===== config.mk =====
export PLATFORM = sky130hd
export DESIGN_NAME = lsu_wb_flat
export DESIGN_NICKNAME = d
export VERILOG_FILES = /design/src/rtl/lsu_wb_if.sv /design/src/rtl/lsu_wb.sv /design/src/flat_wrapper.sv
export SDC_FILE = /design/constraint.sdc
export NUM_CORES = 1
export LEC_CHECK = 0
export ABC_AREA = 1
export CAP_MARGIN = 20
export CELL_PAD_IN_SITES_DETAIL_PLACEMENT = 1
export CELL_PAD_IN_SITES_GLOBAL_PLACEMENT = 2
export CORE_UTILIZATION = 22
export DETAILED_ROUTE_END_ITERATION = 16
export PLACE_DENSITY = 0.8
export SLEW_MARGIN = 20
export SYNTH_ARGS = -nofsm -noshare
export SYNTH_HDL_FRONTEND = slang
export SYNTH_SLANG_ARGS = --single-unit

===== constraint.sdc =====
create_clock -name clk -period 2.7 [get_ports clk]
set_clock_uncertainty 0.2 [all_clocks]
set_input_delay 0.27 -clock clk [delete_from_list [all_inputs] [get_ports clk]]
set_output_delay 0.27 -clock clk [all_outputs]
set_load 0.01 [all_outputs]

===== src/rtl/lsu_wb_if.sv =====
// Wishbone data-port bundle between the LSU and the data-side bus fabric.
// Latency: none (wires only).
// Backpressure: the slave stretches a cycle by withholding ack/err.
// Ports: adr, dat_w, sel, we, stb, cyc (master->slave); dat_r, ack, err (slave->master).
interface wishbone #(
    parameter int XLEN = 32
);
    logic [XLEN-1:0]   adr;
    logic [XLEN-1:0]   dat_w;
    logic [XLEN-1:0]   dat_r;
    logic [XLEN/8-1:0] sel;
    logic              we;
    logic              stb;
    logic              cyc;
    logic              ack;
    logic              err;

    modport MASTER (
        output adr, dat_w, sel, we, stb, cyc,
        input  dat_r, ack, err
    );

    modport SLAVE (
        input  adr, dat_w, sel, we, stb, cyc,
        output dat_r, ack, err
    );
endinterface


===== src/rtl/lsu_wb.sv =====
// Load/store unit: decodes memory ops, runs one registered Wishbone cycle, aligns and extends data.
// Latency: 2 cycles to DONE with a zero-wait slave (+1 per wait state); 1 cycle for a faulting op.
// Backpressure: stalled holds upstream while busy; stall holds the result in DONE.
// Ports: clk, rst_n (sync, active-low); data_bus (Wishbone master); instr, ieu_result, ieu_rs2, stall in;
//        stalled, writeback_data, fault, fault_cause (00 none, 01 misaligned/illegal, 10 bus err, 11 timeout) out.
// Optional macro LSU_TIMEOUT_EN: bus watchdog that aborts REQ after TIMEOUT_CYCLES cycles with cause 11.
module lsu_wb #(
    parameter int XLEN           = 32,
    parameter int TIMEOUT_CYCLES = 255
) (
    input  logic            clk,
    input  logic            rst_n,
    wishbone.MASTER         data_bus,
    input  logic [31:2]     instr,
    input  logic [XLEN-1:0] ieu_result,
    input  logic [XLEN-1:0] ieu_rs2,
    input  logic            stall,
    output logic            stalled,
    output logic [XLEN-1:0] writeback_data,
    output logic            fault,
    output logic [1:0]      fault_cause
);
    localparam int NB  = XLEN / 8;
    localparam int OFF = $clog2(NB);

    typedef enum logic [1:0] {IDLE, REQ, DONE} state_t;
    state_t state, state_nxt;

    // Decode
    logic [4:0]     opcode;
    logic [2:0]     funct3;
    logic           is_load, is_store, memop;
    logic           illegal, misaligned, bad;
    logic [OFF-1:0] off;
    logic [NB-1:0]  sel_mask;
    logic           unused_instr;

    assign opcode   = instr[6:2];
    assign funct3   = instr[14:12];
    assign is_load  = (opcode == 5'b00000);
    assign is_store = (opcode == 5'b01000);
    assign memop    = is_load | is_store;
    assign off      = ieu_result[OFF-1:0];
    assign unused_instr = ^{instr[31:15], instr[11:7]};

    // Doubles and LWU only exist on a 64-bit datapath; stores have no unsigned form.
    assign illegal = ((XLEN == 32) && ((funct3[1:0] == 2'b11) || (funct3 == 3'b110)))
                   || (is_store && funct3[2]);
    assign bad     = illegal | misaligned;

    always_comb begin
        misaligned = 1'b0;
        sel_mask   = NB'(1);
        case (funct3[1:0])
            2'b01: begin misaligned = ieu_result[0];     sel_mask = NB'(3);   end
            2'b10: begin misaligned = |ieu_result[1:0];  sel_mask = NB'(15);  end
            2'b11: begin misaligned = |ieu_result[2:0];  sel_mask = NB'(255); end
            default: ;
        endcase
    end

    // Bus and result registers
    logic            bus_act;
    logic            we_q;
    logic [NB-1:0]   sel_q;
    logic [XLEN-1:0] adr_q, dat_w_q, wb_q;
    logic [2:0]      f3_q;
    logic [OFF-1:0]  off_q;
    logic            tmo_hit;

    assign data_bus.cyc   = bus_act;
    assign data_bus.stb   = bus_act;
    assign data_bus.we    = we_q;
    assign data_bus.sel   = sel_q;
    assign data_bus.adr   = adr_q;
    assign data_bus.dat_w = dat_w_q;

    // Load extraction: shift the addressed lane down, then mask to size and extend.
    logic [XLEN-1:0] shifted, ld_mask, ld_ext;
    logic            ld_sign;

    always_comb begin
        shifted = data_bus.dat_r >> {off_q, 3'b000};
        ld_mask = '1;
        ld_sign = 1'b0;
        case (f3_q[1:0])
            2'b00: begin ld_mask = XLEN'(64'hFF);        ld_sign = shifted[7];  end
            2'b01: begin ld_mask = XLEN'(64'hFFFF);      ld_sign = shifted[15]; end
            2'b10: begin ld_mask = XLEN'(64'hFFFF_FFFF); ld_sign = shifted[31]; end
            default: ;
        endcase
        ld_ext = (shifted & ld_mask) | ((ld_sign && !f3_q[2]) ? ~ld_mask : '0);
    end

`ifdef LSU_TIMEOUT_EN
    localparam int TW_RAW = $clog2(TIMEOUT_CYCLES + 1);
    localparam int TW     = (TW_RAW < 8) ? 8 : ((TW_RAW > 16) ? 16 : TW_RAW);
    logic [TW-1:0] tmo_cnt;

    // Expires on the TIMEOUT_CYCLES-th REQ cycle without a response; ack/err still win.
    assign tmo_hit = (state == REQ) && (tmo_cnt == TW'(TIMEOUT_CYCLES - 1));

    always_ff @(posedge clk) begin
        if (!rst_n || state != REQ)
            tmo_cnt <= '0;
        else if (!data_bus.ack && !data_bus.err)
            tmo_cnt <= tmo_cnt + 1'b1;
    end
`else
    assign tmo_hit = 1'b0;
`endif

    // FSM
    always_ff @(posedge clk) begin
        if (!rst_n)
            state <= IDLE;
        else
            state <= state_nxt;
    end

    always_comb begin
        state_nxt      = state;
        stalled        = 1'b0;
        writeback_data = ieu_result;
        case (state)
            IDLE: begin
                stalled = memop;
                if (memop)
                    state_nxt = bad ? DONE : REQ;
            end
            REQ: begin
                stalled = 1'b1;
                if (data_bus.ack || data_bus.err || tmo_hit)
                    state_nxt = DONE;
            end
            DONE: begin
                writeback_data = wb_q;
                if (!stall)
                    state_nxt = IDLE;
            end
            default: state_nxt = IDLE;
        endcase
    end

    always_ff @(posedge clk) begin
        if (!rst_n) begin
            bus_act     <= 1'b0;
            we_q        <= 1'b0;
            sel_q       <= '0;
            adr_q       <= '0;
            dat_w_q     <= '0;
            wb_q        <= '0;
            f3_q        <= '0;
            off_q       <= '0;
            fault       <= 1'b0;
            fault_cause <= 2'b00;
        end else begin
            case (state)
                IDLE: begin
                    if (memop && bad) begin
                        fault       <= 1'b1;
                        fault_cause <= 2'b01;
                        wb_q        <= '0;
                    end else if (memop) begin
                        bus_act <= 1'b1;
                        we_q    <= is_store;
                        sel_q   <= sel_mask << off;
                        adr_q   <= {ieu_result[XLEN-1:OFF], {OFF{1'b0}}};
                        dat_w_q <= ieu_rs2 << {off, 3'b000};
                        f3_q    <= funct3;
                        off_q   <= off;
                    end
                end
                REQ: begin
                    if (data_bus.ack || data_bus.err || tmo_hit) begin
                        bus_act <= 1'b0;
                        we_q    <= 1'b0;
                        sel_q   <= '0;
                    end
                    if (data_bus.err) begin
                        fault       <= 1'b1;
                        fault_cause <= 2'b10;
                        wb_q        <= '0;
                    end else if (data_bus.ack) begin
                        fault       <= 1'b0;
                        fault_cause <= 2'b00;
                        wb_q        <= we_q ? '0 : ld_ext;
                    end else if (tmo_hit) begin
                        fault       <= 1'b1;
                        fault_cause <= 2'b11;
                        wb_q        <= '0;
                    end
                end
                DONE: begin
                    if (!stall) begin
                        fault       <= 1'b0;
                        fault_cause <= 2'b00;
                    end
                end
                default: ;
            endcase
        end
    end
endmodule

===== src/flat_wrapper.sv =====
// flat-port wrapper written by rule: the top's interface ports become plain ports
module lsu_wb_flat 
#(
    parameter int XLEN           = 32,
    parameter int TIMEOUT_CYCLES = 255
)
  (clk, rst_n, instr, ieu_result, ieu_rs2, stall, stalled, writeback_data, fault, fault_cause, data_bus_adr, data_bus_dat_w, data_bus_sel, data_bus_we, data_bus_stb, data_bus_cyc, data_bus_dat_r, data_bus_ack, data_bus_err);
  wishbone #(.XLEN(XLEN)) data_bus_i ();
  input  logic clk;
  input  logic rst_n;
  input  logic [31:2] instr;
  input  logic [XLEN-1:0] ieu_result;
  input  logic [XLEN-1:0] ieu_rs2;
  input  logic stall;
  output logic stalled;
  output logic [XLEN-1:0] writeback_data;
  output logic fault;
  output logic [1:0] fault_cause;
  output wire logic [$bits(data_bus_i.adr)-1:0] data_bus_adr;
  output wire logic [$bits(data_bus_i.dat_w)-1:0] data_bus_dat_w;
  output wire logic [$bits(data_bus_i.sel)-1:0] data_bus_sel;
  output wire logic [$bits(data_bus_i.we)-1:0] data_bus_we;
  output wire logic [$bits(data_bus_i.stb)-1:0] data_bus_stb;
  output wire logic [$bits(data_bus_i.cyc)-1:0] data_bus_cyc;
  input wire logic [$bits(data_bus_i.dat_r)-1:0] data_bus_dat_r;
  input wire logic [$bits(data_bus_i.ack)-1:0] data_bus_ack;
  input wire logic [$bits(data_bus_i.err)-1:0] data_bus_err;
  assign data_bus_adr = data_bus_i.adr;
  assign data_bus_dat_w = data_bus_i.dat_w;
  assign data_bus_sel = data_bus_i.sel;
  assign data_bus_we = data_bus_i.we;
  assign data_bus_stb = data_bus_i.stb;
  assign data_bus_cyc = data_bus_i.cyc;
  assign data_bus_i.dat_r = data_bus_dat_r;
  assign data_bus_i.ack = data_bus_ack;
  assign data_bus_i.err = data_bus_err;
  lsu_wb #(.XLEN(XLEN), .TIMEOUT_CYCLES(TIMEOUT_CYCLES)) u_core (.clk(clk), .rst_n(rst_n), .data_bus(data_bus_i), .instr(instr), .ieu_result(ieu_result), .ieu_rs2(ieu_rs2), .stall(stall), .stalled(stalled), .writeback_data(writeback_data), .fault(fault), .fault_cause(fault_cause));
endmodule

Yosys cells after proc, flatten, opt, wreduce, memory -nomap -nowiden
Cells that the tools add are included.

Register bits: 110. Bits of input ports: 131. Output and inout port bits: 107. Word-level logic and storage cells: 92.

Eq/ne operators: 15. Shift-type cells: 3. Mux-type cells: 37. Bitwise operators: 6. Reductions and logical operators: 20.

Operators with widths (number): 2-to-1 mux 32 bit (6); one-hot mux 32 bit (2 select lines) (2); bitwise AND 32 bit (1); NOT 32 bit (1); bitwise OR 32 bit (1); << shifter 32 x 5 -> 32 bit (1); >> shifter 32 x 5 -> 32 bit (1); one-hot mux 4 bit (2 select lines) (2); 2-to-1 mux 2 bit (7); 2-to-1 mux 4 bit (3); one-hot mux 2 bit (3 select lines) (2); 2-to-1 mux 1 bit (9); one-hot mux 1 bit (3 select lines) (3); AND reduction 3 bit (3); equality test 2 bit, second input constant (4); AND reduction 4 bit (2); equality test 2 x 1 -> 1 bit, second input constant (3); inequality test 2 x 1 -> 1 bit, second input constant (3); one-hot mux 1 bit (2 select lines) (3); equality test 5 x 4 -> 1 bit, second input constant (1); zero test 5 bit (1); zero test 2 bit (2); inequality test 2 bit, second input constant (2); OR reduction 2 bit (2); 11 further kinds (16).

Logic depth before layout (Yosys ltp)
Gate-level depths: netlist of the first run.

Depth after elaboration: 9. Gate-level depth with buffers: 13. Depth with buffers taken out: 11.

Worst setup path before layout of the first run
OpenSTA, ideal clock, no wires.

Kind: register to register. Start: register u_core.state[1]. End: register u_core.wb_q[10]. Library setup time: 71 ps. Arrival time: 1606 ps. Data required time: 2429 ps. Slack: 823 ps. Cell stages (with the launch flop): 10. Buffers on the path: 2. Period minus slack after synthesis: 1877 ps. Path through: dfxtp_1 -> inv_1 -> ha_1 -> buf_2 -> nor2_1 -> nor2_8 -> nand2_2 -> buf_2 -> nand2_1 -> a21oi_1.

Longest elaborated chain between the ends: 3. Elaborated cells between the ends (all ways): 7. Those cells by class: 3 x eq/ne; 1 x mux; 3 x reduce/logical.

Ends and longest elaborated chain: start, declared (RTL line lsu_wb.sv:27) `state_t state, state_nxt;`; start signal, assigned (RTL line lsu_wb.sv:118) `state <= state_nxt;`; equality test 2 x 1 -> 1 bit or zero test 2 bit (tied branches) (RTL line lsu_wb.sv:158) `case (state)`; inequality test 3 bit (no line), or another cell as far along; AND reduction 3 bit (no line); end signal, assigned (RTL line lsu_wb.sv:187) `wb_q <= we_q ? '0 : ld_ext;`; end, declared (RTL line lsu_wb.sv:66) `logic [XLEN-1:0] adr_q, dat_w_q, wb_q;`.

Several ways; a longest one is shown, not always the timed one. A chain may end at the register's enable or synchronous reset.

Worst setup path after layout of the first run
Start: register u_core.state[1]. End: output port stalled.

Longest elaborated chain between the ends: 2. Elaborated cells between the ends (all ways): 3. Those cells by class: 1 x eq/ne; 1 x mux; 1 x reduce/logical.

Ends and longest elaborated chain: equality test 2 x 1 -> 1 bit or zero test 2 bit (tied branches) (RTL line lsu_wb.sv:125) `case (state)`; one-hot mux 1 bit (2 select lines) (*) (RTL line lsu_wb.sv:125); end, declared (RTL line flat_wrapper.sv:15) `output logic stalled;`.

Mark *: on every way between the ends. The rest lies on a longest branch, timed or not.

==> results.md, run 1 <==
* Seq/Total Area, Yosys at 38.6%
* Synth Area per Inst at 6.68 sq um
* Hold WS at 207 ps
* Port buffer count at 213
* WL final at 22,000 um
* CP endpoint kind: output port
* Clock Latency Late Sink at 360 ps
* Detailed Routing Iterations Pass 1 at 4
* CTS Buf Count at 9
* Non-Filler Instances at 1,371
* Die Height at 163 um
* Number of global-route vias before repair at 6,440
* # Post-CTS Setup Buffers at 0
* Gp weighted congestion at 0.808
* Startpoint class of the critical path: flip-flop
* DRC viols at 0
* Relative slew slack at 64.4%
* Type of the worst min-delay path: in -> reg
* Arr. time, crit path at 2100 ps
* Largest net degree at the start of global routing at 75
* Die area at 0.0266 sq mm
* Ant diodes at 0
* Synthesized cell area at 0.00571 sq mm
* Crit Path Max Fanout at 8
* Post-synthesis cell type count at 33
* Site Rows at 58
* RSZ-0062 raised after global routing: false
* CP Data Required Time at 2230 ps
* Overflow after GRT at 0
* Outcome: completed
* PostCTS Resize Cnt at 0
* Final antenna-violating net count at 0
* Syn Inst Count at 855
* DR iter-0 viols at 307
* TNS Setup at 0 ps
* Die Wd at 163 um
* Fmax at 0.390 GHz
* VDD IR-drop max at 247 uV
* Post-DP HPWL at 16,200 um
* Type of the worst setup path: reg -> out
* Final Hold Fails at 0
* Fin crit period at 2570 ps
* Dpl cells at 1,355
* Final Max Slew Viols at 0
* Pwr Density at 583 mW/mm^2
* Yosys reg bits at 110
* CTS tree: built
* WL/cell at 16.0 um
* Fin nets at 1,171
* Post-CTS Hold Buffers at 0
* Io pins at 238
* Syn-to-layout area delta at 47.2%
* Max clock buf depth at 2
* Fin worst setup slack at 133 ps
* Clock-pin transition on the worst setup and hold timing paths at 80 ps
* Finish-stage setup viols at 0
* Place WS at 269 ps
* Vias per inst at 4.61
* Fin crit share at 95.1%
* Initial Utilization at 22.5%
* Share of cells above drive strength 1 at 5.09%
* Vias at 6,325
* Synth Warn # at 0
* Leak at 3.29 nW
* H-Tree Level Count at 3
* CTS Root Cell: clkbuf_16
* All-Layer GR Usage at 16.7%
* Slew @ Worst Pin at 534 ps
* Antenna violations before repair at 0
* Core ar. at 0.0253 sq mm
* Clock sinks at 110
* First-pass GRT wire length at 34,700 um
* Max Cap Viol at 0
## registers in the layout, summed over array words and instances (netlist names)
signal / count
u_core.data_bus.adr: 30
u_core.data_bus.cyc: 1
u_core.data_bus.dat_w: 32
u_core.data_bus.sel: 4
u_core.data_bus.we: 1
u_core.f3_q: 3
u_core.fault: 1
u_core.fault_cause: 2
u_core.off_q: 2
u_core.state: 2
u_core.wb_q: 32
## metrics by stage
stage / area (sq um) / util (%) / power, mW
detailed placement: 8110 / 32.0 / 3.60
global route: 8400 / 33.2 / 5.23
floorplan: 5710 / - / 2.74
CTS: 8400 / 33.2 / 5.02
global placement: 8110 / 32.0 / 3.59
finish: 8400 / 33.2 / 4.90
## Yosys cell counts
cell | count | area [sq um]
nand2_1 | 197 | 739
buf_1 | 1 | 3.75
buf_4 | 4 | 30.0
a221oi_1 | 1 | 8.76
nand2_2 | 2 | 12.5
a32oi_1 | 1 | 8.76
inv_1 | 55 | 206
o21a_1 | 9 | 67.6
buf_6 | 7 | 78.8
nand3_1 | 33 | 165
nand3b_1 | 2 | 15.0
nand4_1 | 8 | 50.1
dfxtp_1 | 110 | 2200
inv_4 | 1 | 6.26
buf_2 | 19 | 95.1
mux2i_1 | 8 | 80.1
nor2_1 | 81 | 304
nor2_8 | 1 | 20.0
o21ai_0 | 129 | 646
inv_2 | 5 | 18.8
or2_2 | 1 | 6.26
ha_1 | 4 | 50.1
clkinv_1 | 1 | 3.75
a21oi_1 | 119 | 596
conb_1 | 1 | 3.75
nand3_4 | 2 | 35.0
a31oi_1 | 8 | 50.1
a211oi_1 | 1 | 7.51
clkbuf_1 | 33 | 124
nor2_4 | 1 | 11.3
o21ai_1 | 8 | 40.0
nor3_4 | 1 | 16.3
nor2_2 | 1 | 6.26
## power breakdown
part           switching, mW  total [mW]  internal [mW]
sequential            0.0596        1.78           1.72
clock                  0.702        1.37          0.669
combinational          0.983        1.75          0.769
total                   1.74        4.90           3.16
## layer usage
layer / part of all wire, % / GRT usage, %
met1: 45 / 20.9
met2: 47 / 28.3
met3: 7.3 / 5.15
met4: 0.70 / 3.10
met5: 0 / 0
## critical path, stage by stage (launching register included)
cell and delay, ps:
dfxtp_1 340, inv_1 80, ha_1 360, inv_1 210, a21oi_1 180, clkdlybuf4s50_1 560
## final cells by class
| class | count | area [sq um] |
|---|---|---|
| fillers | 3151 | 16900 |
| multi-input cells | 620 | 2950 |
| repair buffers | 233 | 2310 |
| flip-flops and latches | 110 | 2200 |
| well taps | 330 | 413 |
| clock buffers | 10 | 239 |
| inverters | 62 | 235 |
| clock inverters | 6 | 52.6 |
## logic make-up after synthesis
kind of cell,count (synthesis),share of synthesized area [%]
buf+inv,126,9.93
flops,110,38.6
other cells,1,0.0657
mux,8,1.40
compound gates,276,24.9
fa+ha+maj,4,0.877
simple gates,330,24.2
## layout by cell type, fill, tap and decap left out, types with 2 or more instances in the layout
cell               n
nand4_1            8
nand2_1          197
mux2i_1            8
o21ai_0          129
clkinvlp_4         2
nand2_2            2
nor2_1            81
buf_12             3
a31oi_1            8
clkdlybuf4s50_1  212
dfxtp_1          110
nand3_4            2
conb_1             2
inv_2              5
o21a_1             9
nand3_1           33
buf_4             17
inv_1             55
a21oi_1          119
nand3b_1           2
o21ai_1            8
ha_1               3
inv_6              2
clkbuf_16          9
## worst paths after layout
kind | start | end | slack, ps | depth (start not counted)
min reg2reg | u_core.fault | u_core.fault | 270 | 2
min | rst_n | u_core.wb_q[7] | 210 | 3
max | u_core.state[1] | stalled | 130 | 5
max reg2reg | u_core.state[1] | u_core.wb_q[9] | 520 | 8
Note: power is estimated with default switching activity, not from simulation.
==> run 2, diff against run 1 <==
CORE_UTILIZATION = 34   (was 22)
CTS_BUF_LIST = sky130_fd_sc_hd__clkbuf_4   (was unset)
DONT_BUFFER_PORTS = 1   (was unset)
PLACE_DENSITY = 0.86   (was 0.8)
==> results.md, run 2 (same netlist as run 1, synthesis figures left out) <==
* Antenna violations before repair at 1 (+1)
* Hold WS at 23.7 ps (-183 ps)
* CP endpoint kind: flip-flop
* TNS Setup at 0 ps (unchanged)
* Gp weighted congestion at 0.818 (+1.3%)
* Post-DP HPWL at 12,800 um (-21%)
* Clock Latency Late Sink at 500 ps (+140 ps)
* Crit Path Max Fanout at 28 (+20)
* Finish-stage setup viols at 0 (unchanged)
* Startpoint class of the critical path: flip-flop
* CP Data Required Time at 2950 ps (+720 ps)
* Clock sinks at 110 (unchanged)
* CTS tree: built
* Fmax at 0.390 GHz (+0.14%)
* Fin worst setup slack at 137 ps (+3.70 ps)
* Final Hold Fails at 0 (unchanged)
* Die area at 0.0173 sq mm (-35%)
* Core ar. at 0.0165 sq mm (-35%)
* Vias at 6,023 (-4.8%)
* Overflow after GRT at 0 (unchanged)
* Site Rows at 47 (-19%)
* Io pins at 238 (unchanged)
* WL final at 19,800 um (-10%)
* CTS Root Cell: clkbuf_4
* Die Height at 132 um (-19%)
* Commonest non-fill, non-tap cell in the layout: nand2_1
* Vias per inst at 5.12 (+11%)
* Worst reg2reg path startpoint: u_core.off_q[0]
* Final Max Slew Viols at 0 (unchanged)
* Fin crit share at 94.9% (-0.14 points)
* Port buffer count at 0 (-100%)
* Type of the worst setup path: reg -> reg
* Leak at 2.98 nW (-9.4%)
* Max Cap Viol at 0 (unchanged)
* DRC viols at 0 (unchanged)
* Critical path origin: u_core.off_q[0]
* First-pass GRT wire length at 31,600 um (-8.9%)
* Max clock buf depth at 2 (unchanged)
* Arr. time, crit path at 2810 ps (+710 ps)
* Pwr Density at 545 mW/mm^2 (-6.6%)
* All-Layer GR Usage at 22.7% (+5.9 points)
* Share of cells above drive strength 1 at 5.75% (+0.66 points)
* Hold path start: data_bus_dat_r[22]
* CTS Buf Count at 9 (unchanged)
* Clock-pin transition on the worst setup and hold timing paths at 200 ps (+120 ps)
* Initial Utilization at 34.7% (+12 points)
* Die Wd at 132 um (-19%)
* VDD IR-drop max at 299 uV (+21%)
* DR iter-0 viols at 209 (-32%)
* Final antenna-violating net count at 0 (unchanged)
* Syn-to-layout area delta at 28.3%
* Number of global-route vias before repair at 6,189 (-3.9%)
* Fin crit period at 2560 ps (-3.71 ps)
* Type of the worst min-delay path: in -> reg
* Detailed Routing Iterations Pass 1 at 4 (unchanged)
* Fin nets at 1,086 (-7.3%)
* Place WS at 480 ps (+211 ps)
* Largest net degree at the start of global routing at 49 (-35%)
* Most frequent cells in the layout: nand2_1 (197), o21ai_0 (129), dlygate4sd3_1 (125)
* H-Tree Level Count at 3 (unchanged)
* WL/cell at 16.8 um (+4.9%)
* Outcome: completed
run 2: cell count changes in the layout (fill, tap and decap cells not counted), sizes merged:
| cell | previous run | this run |
|---|---|---|
| clkdlybuf4s50 | 212 | 0 |
| clkinv | 2 | 4 |
| diode | 0 | 1 |
| dlymetal6s4s | 0 | 1 |
| buf | 21 | 22 |
| clkinvlp | 2 | 1 |
| clkbuf | 10 | 9 |
| dlygate4sd3 | 0 | 125 |
run 2: report_power, final:
part           internal [mW]  leakage [nW]  total (mW)  switching (mW)
Combinational          0.449          2.01        1.30           0.851
Clock                  0.221        0.0777       0.866           0.646
Sequential              1.72         0.888        1.83           0.103
Total                   2.39          2.98        3.99            1.60
run 2: per-stage QoR:
step / area [sq um] / utilization, % / instances / power (mW)
final: 7330 / 44.5 / 1177 / 3.99
after global routing: 7330 / 44.5 / 1177 / 4.25
after CTS: 7260 / 44.1 / 1170 / 4.04
after detailed placement: 5830 / 35.4 / 1027 / 2.98
after global placement: 5830 / 35.4 / 1027 / 2.97
after floorplan: 5710 / - / 856 / 2.74
run 2: final cells by class:
cell class | instances | area, sq um
Timing Repair Buffer | 148 | 1520
Clock inverter | 7 | 73.8
Multi-Input combinational cell | 620 | 2950
Inverter | 62 | 239
Tap cell | 220 | 275
Clock buffer | 9 | 67.6
Fill cell | 2092 | 9140
Sequential cell | 110 | 2200
Antenna cell | 1 | 2.50
run 2: worst max-delay path: stages, from the launching register on:
cell	delay [ps]
dfxtp_1	430
buf_6	230
nand2_1	70
nand3_1	130
dlygate4sd3_1	570
nand2_1	60
dlygate4sd3_1	570
o21a_1	180
nor2_1	70
run 2: final timing paths:
check / endpoint / depth (start not counted) / slack, ps
worst min register to register: u_core.wb_q[8] / 2 / 280
worst min-delay path: u_core.wb_q[22] / 6 / 20
worst max register to register: u_core.wb_q[7] / 8 / 140
worst max-delay path: u_core.wb_q[7] / 8 / 140
run 2: layer usage:
layer / track usage, % / vias up / wire length [um]
met3: 6.44 / 18 / 1220
li1: - / 3016 / -
met1: 27.2 / 2838 / 8740
met5: 0 / - / 0
met4: 6.20 / 0 / 221
met2: 39.2 / 151 / 9610
run 2: timing repair:
action / in CTS / in global routing
gates resized for setup: 0 / 3
buffers inserted: 0 / 6
endpoints found under the hold margin: 98 / 0
setup endpoints to repair: 0 / 18
hold buffers: 127 / 0
